## src/rtl/apb_fsm_controller.sv

```systemverilog
// Sequencing controller of the AHB-to-APB bridge: decodes AHB transfers to one of
// three APB slaves and drives the registered APB setup/access sequence.
module apb_fsm_controller #(
  parameter int unsigned ADDR_W = 32,
  parameter int unsigned DATA_W = 32
) (
  input  logic              Hclk,
  input  logic              Hreset,
  input  logic              valid,
  input  logic [ADDR_W-1:0] Haddr,
  input  logic              Hwrite,
  input  logic [DATA_W-1:0] Hwdata,
  input  logic [DATA_W-1:0] Prdata,
  output logic              Hreadyout,
  output logic [DATA_W-1:0] Hrdata,
  output logic              Pwrite,
  output logic              Penable,
  output logic [2:0]        Pselx,
  output logic [ADDR_W-1:0] Paddr,
  output logic [DATA_W-1:0] Pwdata
);

  localparam int unsigned SEL_W    = 3;
  localparam int unsigned REGION_W = 6;

  typedef enum logic [2:0] {
    ST_IDLE    = 3'd0,
    ST_WWAIT   = 3'd1,
    ST_RSETUP  = 3'd2,
    ST_RENABLE = 3'd3,
    ST_WSETUP  = 3'd4,
    ST_WENABLE = 3'd5
  } state_e;

  state_e              state_q, state_d;
  logic [SEL_W-1:0]    sel_q, sel_d;
  logic [ADDR_W-1:0]   addr_q, addr_d;
  logic [SEL_W-1:0]    pselx_q, pselx_d;
  logic                penable_q, penable_d;
  logic                pwrite_q, pwrite_d;
  logic [ADDR_W-1:0]   paddr_q, paddr_d;
  logic [DATA_W-1:0]   pwdata_q, pwdata_d;
  logic                hreadyout_q, hreadyout_d;

  logic [SEL_W-1:0]    dec_sel;
  logic                in_range;
  logic                can_accept;
  logic                accept;

  // 64 MB windows selected by the top six address bits
  always_comb begin
    dec_sel = '0;
    case (Haddr[ADDR_W-1 -: REGION_W])
      6'b100000: dec_sel = 3'b001;
      6'b100001: dec_sel = 3'b010;
      6'b100010: dec_sel = 3'b100;
      default:   dec_sel = '0;
    endcase
  end

  assign in_range   = |dec_sel;
  assign can_accept = (state_q == ST_IDLE) || (state_q == ST_RENABLE) ||
                      (state_q == ST_WENABLE);
  assign accept     = valid && in_range && can_accept;

  // Next-state and next-output decode; APB outputs follow state_d so they
  // change exactly on state entry.
  always_comb begin
    state_d     = state_q;
    sel_d       = sel_q;
    addr_d      = addr_q;
    pselx_d     = '0;
    penable_d   = 1'b0;
    pwrite_d    = 1'b0;
    paddr_d     = paddr_q;
    pwdata_d    = pwdata_q;
    hreadyout_d = 1'b1;

    case (state_q)
      ST_IDLE, ST_RENABLE, ST_WENABLE: begin
        if (accept) begin
          sel_d   = dec_sel;
          addr_d  = Haddr;
          state_d = Hwrite ? ST_WWAIT : ST_RSETUP;
        end else begin
          state_d = ST_IDLE;
        end
      end
      ST_WWAIT: begin
        // Write data arrives one cycle after the address phase
        pwdata_d = Hwdata;
        state_d  = ST_WSETUP;
      end
      ST_RSETUP: state_d = ST_RENABLE;
      ST_WSETUP: state_d = ST_WENABLE;
      default:   state_d = ST_IDLE;
    endcase

    case (state_d)
      ST_WWAIT: begin
        hreadyout_d = 1'b0;
      end
      ST_RSETUP: begin
        pselx_d     = sel_d;
        paddr_d     = addr_d;
        hreadyout_d = 1'b0;
      end
      ST_RENABLE: begin
        pselx_d     = sel_d;
        paddr_d     = addr_d;
        penable_d   = 1'b1;
      end
      ST_WSETUP: begin
        pselx_d     = sel_d;
        paddr_d     = addr_d;
        pwrite_d    = 1'b1;
        hreadyout_d = 1'b0;
      end
      ST_WENABLE: begin
        pselx_d     = sel_d;
        paddr_d     = addr_d;
        pwrite_d    = 1'b1;
        penable_d   = 1'b1;
      end
      default: begin
      end
    endcase
  end

  always_ff @(posedge Hclk) begin
    if (Hreset) begin
      state_q     <= ST_IDLE;
      sel_q       <= '0;
      addr_q      <= '0;
      pselx_q     <= '0;
      penable_q   <= 1'b0;
      pwrite_q    <= 1'b0;
      paddr_q     <= '0;
      pwdata_q    <= '0;
      hreadyout_q <= 1'b1;
    end else begin
      state_q     <= state_d;
      sel_q       <= sel_d;
      addr_q      <= addr_d;
      pselx_q     <= pselx_d;
      penable_q   <= penable_d;
      pwrite_q    <= pwrite_d;
      paddr_q     <= paddr_d;
      pwdata_q    <= pwdata_d;
      hreadyout_q <= hreadyout_d;
    end
  end

  // Read data is a straight pass-through during the access phase only
  assign Hrdata    = (state_q == ST_RENABLE) ? Prdata : '0;
  assign Hreadyout = hreadyout_q;
  assign Pwrite    = pwrite_q;
  assign Penable   = penable_q;
  assign Pselx     = pselx_q;
  assign Paddr     = paddr_q;
  assign Pwdata    = pwdata_q;

endmodule

```

## config.mk

```make
export PLATFORM = sky130hd
export DESIGN_NAME = apb_fsm_controller
export DESIGN_NICKNAME = d
export VERILOG_FILES = /design/src/rtl/apb_fsm_controller.sv
export SDC_FILE = /design/constraint.sdc
export NUM_CORES = 1
export LEC_CHECK = 0
export BUFFER_PORTS_ARGS = -buffer_cell sky130_fd_sc_hd__buf_2
export CORE_MARGIN = 2
export CORE_UTILIZATION = 30
export DETAILED_ROUTE_END_ITERATION = 7
export SLEW_MARGIN = 10
export SYNTH_ARGS = -nofsm -noshare
export SYNTH_HDL_FRONTEND = slang
export SYNTH_SLANG_ARGS = --single-unit
```

## constraint.sdc

```tcl
create_clock -name Hclk -period 3 [get_ports Hclk]
set_input_delay 0.45 -clock Hclk [delete_from_list [all_inputs] [get_ports Hclk]]
set_output_delay 0.45 -clock Hclk [all_outputs]
set_load 0.01 [all_outputs]
```

# Word-level counts from Yosys, hierarchy flattened
# Cells that the tools add are included.
# Widths: inputs -> output; s select.
[word_totals]
regBits = 108
input_bits = 100
elab_cells = 47
[op_classes]
eq_ne = 13
n_mux = 12
bitwise_logic = 1
n_reduce_logical = 12
[ops]
columns = ["cell", "n"]
rows = [
  ["$mux 32", 3],
  ["$eq 6x6->1 const B", 3],
  ["$eq 3x2->1 const B", 4],
  ["$eq 3x3->1 const B", 4],
  ["$pmux 3 s4", 1],
  ["$pmux 3 s3", 1],
  ["$reduce_or 3->1", 3],
  ["$eq 3x1->1 const B", 2],
  ["$mux 3", 2],
  ["$reduce_or 2->1", 3],
  ["$mux 2", 2],
  ["$reduce_or 4->1", 1],
  ["$logic_not 3->1", 1],
  ["$mux 1", 3],
  ["$logic_and 1x1->1", 2],
  ["$logic_or 1x1->1", 2],
  ["$not 1->1", 1],
]

# Logic depth before layout (Yosys ltp)
[depth]
word_depth = 11
depth_mapped = 8
mapped_depth_nobuf = 4

# Worst setup path before layout
# No wires, ideal clock.
[synth_timing]
kind = "input-to-reg"
start = "in Haddr[29]"
end = "reg paddr_q[25] (netlist: Paddr[25])"
setup_time_ns = 0.089
arrival_ns = 1.774
slack_ns = 1.137
path_stages = 6
path_buffers = 2
cell_sequence = "nor4b_2 -> and2_1 -> clkbuf_1 -> clkbuf_1 -> nand3_1 -> a311oi_2"
[synth_via]
elab_chain_cells = 9
elab_cells_between_ends = 16
classes_between = "eq/ne: 7; mux: 5; reduce/logical: 4"
[synth_rtl]
columns = ["element", "line_no", "source"]
rows = [
  ["start, declared", "10", "input logic [ADDR_W-1:0] Haddr,"],
  ["$eq 6x6->1", "53", "case (Haddr[ADDR_W-1 -: REGION_W])"],
  ["$pmux 3 s3 (*)", "53", ""],
  ["$reduce_or 3->1 (*)", "61", "assign in_range = |dec_sel;"],
  ["$logic_and 1x1->1 (*) (2 in a row)", "64", "assign accept = valid && in_range && can_accept;"],
  ["$mux 2", "81", "if (accept) begin"],
  ["$pmux 3 s4", "79", "case (state_q)"],
  ["$eq 3x3->1 or $eq 3x2->1 (tied branches)", "99", "case (state_d)"],
  ["$reduce_or 4->1 (no source line)", "n/a", ""],
  ["end signal, assigned", "148", "paddr_q <= paddr_d;"],
  ["end, declared", "41", "logic [ADDR_W-1:0] paddr_q, paddr_d;"],
]
# Mark *: on every way between the ends. The rest lies on a longest branch, timed or not.
# A chain may end at the register's enable or synchronous reset.

# Worst setup path after layout
[layout_timing]
start = "reg state_q[0]"
end = "reg pselx_q[2] (netlist: Pselx[2])"
[layout_via]
elab_chain_cells = 10
elab_cells_between_ends = 21
classes_between = "eq/ne: 9; mux: 4; bitwise: 1; reduce/logical: 7"
[layout_rtl]
columns = ["element", "line_no", "source"]
rows = [
  ["start, declared", "35", "state_e state_q, state_d;"],
  ["start signal, assigned", "142", "state_q <= state_d;"],
  ["$eq 3x2->1 or $logic_not 3->1 (tied branches)", "62, 79", ""],
  ["$logic_or 1x1->1 (2 in a row)", "62", "assign can_accept = (state_q == ST_IDLE) || (state_q == ST_RENABLE) ||"],
  ["$logic_and 1x1->1", "64", ""],
  ["$mux 2", "81", ""],
  ["$pmux 3 s4", "79", ""],
  ["$eq 3x3->1 or $eq 3x2->1 (tied branches)", "99", ""],
  ["$reduce_or 4->1 (no source line)", "n/a", ""],
  ["$not 1->1 (no source line)", "n/a", ""],
  ["$reduce_or 2->1 (no source line)", "n/a", ""],
  ["end signal, assigned", "145", "pselx_q <= pselx_d;"],
  ["end, declared", "38", "logic [SEL_W-1:0] pselx_q, pselx_d;"],
]
# Parallel ways exist; a longest one is shown, timed or not.

==> flow_summary_export.csv <==
group,metric,value,unit
status,outcome,"complete, no violations",
clocking,cts_setup_buffers,0,
route,routed_via_density,4.89,
synth,synth_ff_type,"dfxtp_1",
synth,synth_edf_count,0,
clocking,holdBufCountCts,0,
finish,final_cell_mix,"200 x buf_2, 108 x dfxtp_1, 98 x a21oi_1",
worst_setup_path,crit_type,"reg -> reg",
timing,fin_setup_tns,0,ns
clocking,h-tree-depth,3,
flow_run,drv_cap,0,
timing,tightest_slew,0.868,ns
clocking,clkTransAtPathRegs,0.07,ns
finish,finalNonFillerCells,848,
synth,syn_area_per_cell,8.95,um2
route,drt_drc_violations_left,0,
timing,finalCritPeriodShare,78.6,%
route,avgRoutedWirePerCell,14.7,um
timing,relSlewSlack,42.2,%
synth,ys_async_sr_fraction,0,%
clocking,insertion_delay,0.35,ns
finish,nNetsFinal,760,
placed_design,place_inst,833,
die,die_h,124,um
synth,synthDistinctLibCells,32,
route,firstDrtPassIters,4,
synth,synth_seq_area_share,49.7,%
die,fp-row-count,44,
clocking,root_buffer,"clkbuf_16",
synth,syn_area,4350,um2
clocking,tritoncts,"done",
die,initial_core_util,30.3,%
route,ant_nets,0,
die,boundaryPins,202,
placed_design,routabilityCongestion,0.775,
hold_path,hold_class,"in -> reg",
route,dr.first_iter.drc_count,231,
timing,hold_viol,0,
timing,slew_violations,0,
timing,final.setup_skew,0.00848,ns
clocking,clock_sinks,108,
worst_setup_path,cp.required,3.23,ns
die,dieArea,15500,um2
route,vias,4147,
worst_setup_path,critPathLaunchType,"flip-flop",
route,drt-total-wl,12500,um
placed_design,placed_cell_area,5460,um2
power,ir_worst_vdd,0.000294,V
worst_setup_path,crit_fanout,20,
finish,finalInstanceArea,5760,um2
grt,grt-ovfl-total,0,
finish,n_antenna_cell,0,
worst_setup_path,rr_worst_depth,4,
die,die_w,124,um
clocking,numCtsBuffers,9,
power,p_per_area,527,nW/um2
synth,synth_fp_nets,586,
synth,synth_warnings,0,
grt,grt_pass1_vias,4044,
die,core_area,14400,um2
timing,finalCriticalPeriod,2.36,ns
grt,antenna_found_initial,0,
grt,grt_pass1_wl,20500,um
finish,layout_commonest_cell,"buf_2",
synth,ys_seq_elements,108,
synth,synthCells,486,
grt,grt_start_max_net_pins,57,
timing,final-setup-viol-count,0,
placed_design,place_hpwl,8460,um
hold_path,hold_depth,3,
clocking,cts_resized,0,
clocking,cts_buffer_depth,2,
power,static-leakage-power,2.43,nW
finish,areaGrowthSynthToFinish,32.4,%
timing,rsz0062_at_grt,"false",
finish,layout-drive-gt1-share,39.2,%
placed_design,portBuffers,201,
grt,grt.total_usage,16.1,%
worst_setup_path,cp.arrival,2.59,ns
worst_setup_path,end_kind,"flip-flop",
timing,max_freq,0.424,GHz
==> power breakdown <==
part,switching [mW],internal [mW],total (mW),leakage [nW]
Sequential,0.0240,1.48,1.50,0.873
Combinational,0.186,0.143,0.329,1.40
Clock,0.514,0.687,1.20,0.151
Total,0.724,2.31,3.03,2.43
==> state kept, by name, indices dropped and copies added (netlist names) <==
signal / cells
state_q: 3
addr_q: 32
Pwrite: 1
Pselx: 3
Paddr: 32
Penable: 1
Pwdata: 32
Hreadyout: 1
sel_q: 3
==> path summary, 6_finish.rpt <==
kind,to,slack [ns],start
worst max register to register,Pselx[2],0.64,state_q[0]
worst max-delay path,Pselx[2],0.64,state_q[0]
worst min-delay path,Pwdata[24],0.33,Hwdata[24]
worst min register to register,Pwdata[3],0.45,Pwdata[3]
==> critical path, stage by stage, from the launching register on <==
cell	delay, ns
dfxtp_1	0.42
xnor2_1	0.39
a21o_1	0.75
nand3_1	0.30
a211oi_1	0.37
==> metal layers <==
| metal | GRT usage (%) | wire [um] | vias to the layer above |
|---|---|---|---|
| li1 | - | - | 2049 |
| met1 | 18.9 | 5370 | 1955 |
| met2 | 26.9 | 5970 | 125 |
| met3 | 6.14 | 924 | 18 |
| met4 | 5.55 | 234 | 0 |
| met5 | 0 | 0 | - |
==> stage by stage <==
stage	total power, mW	worst slack [ns]	utilization [%]	hold slack (ns)
after floorplan	1.73	1.14	-	0.430
after CTS	3.09	0.643	40.1	0.315
after detailed placement	1.87	0.676	38.0	0.444
after global routing	3.18	0.508	40.1	0.319
after global placement	1.86	0.755	38.0	0.440
final	3.03	0.642	40.1	0.334
==> Yosys cell counts, drive strengths merged (2+ instances only) <==
library cell,number,area [um2]
inv,3,11.3
dfxtp,108,2160
and2,37,234
clkbuf,37,139
o21ai,32,160
nor2,7,26.3
a211oi,4,35.0
a21oi,99,499
xnor2,2,17.5
buf,12,90.1
nand2b,4,25.0
nor3,4,20.0
a311oi,28,420
nand2,67,251
a31o,3,26.3
nand3,29,145
==> logic make-up after synthesis <==
group | count (synthesis) | synth area share, %
AO/OA/AOI/OAI | 171 | 27.2
XOR/XNOR | 2 | 0.403
adder cells (fa/ha/maj) | 1 | 0.230
buffers and inverters | 52 | 5.52
flip-flops | 108 | 49.7
AND/OR/NAND/NOR | 152 | 17.0
==> cell type report <==
type | count | area (um2)
clock buffer | 11 | 253
inverter | 3 | 11.3
tap | 184 | 230
clock inverter | 4 | 48.8
fill | 1426 | 8610
multi-input combinational | 326 | 1950
timing repair buffer | 212 | 1100
sequential | 108 | 2160
Power figures use the tool's default switching activity.
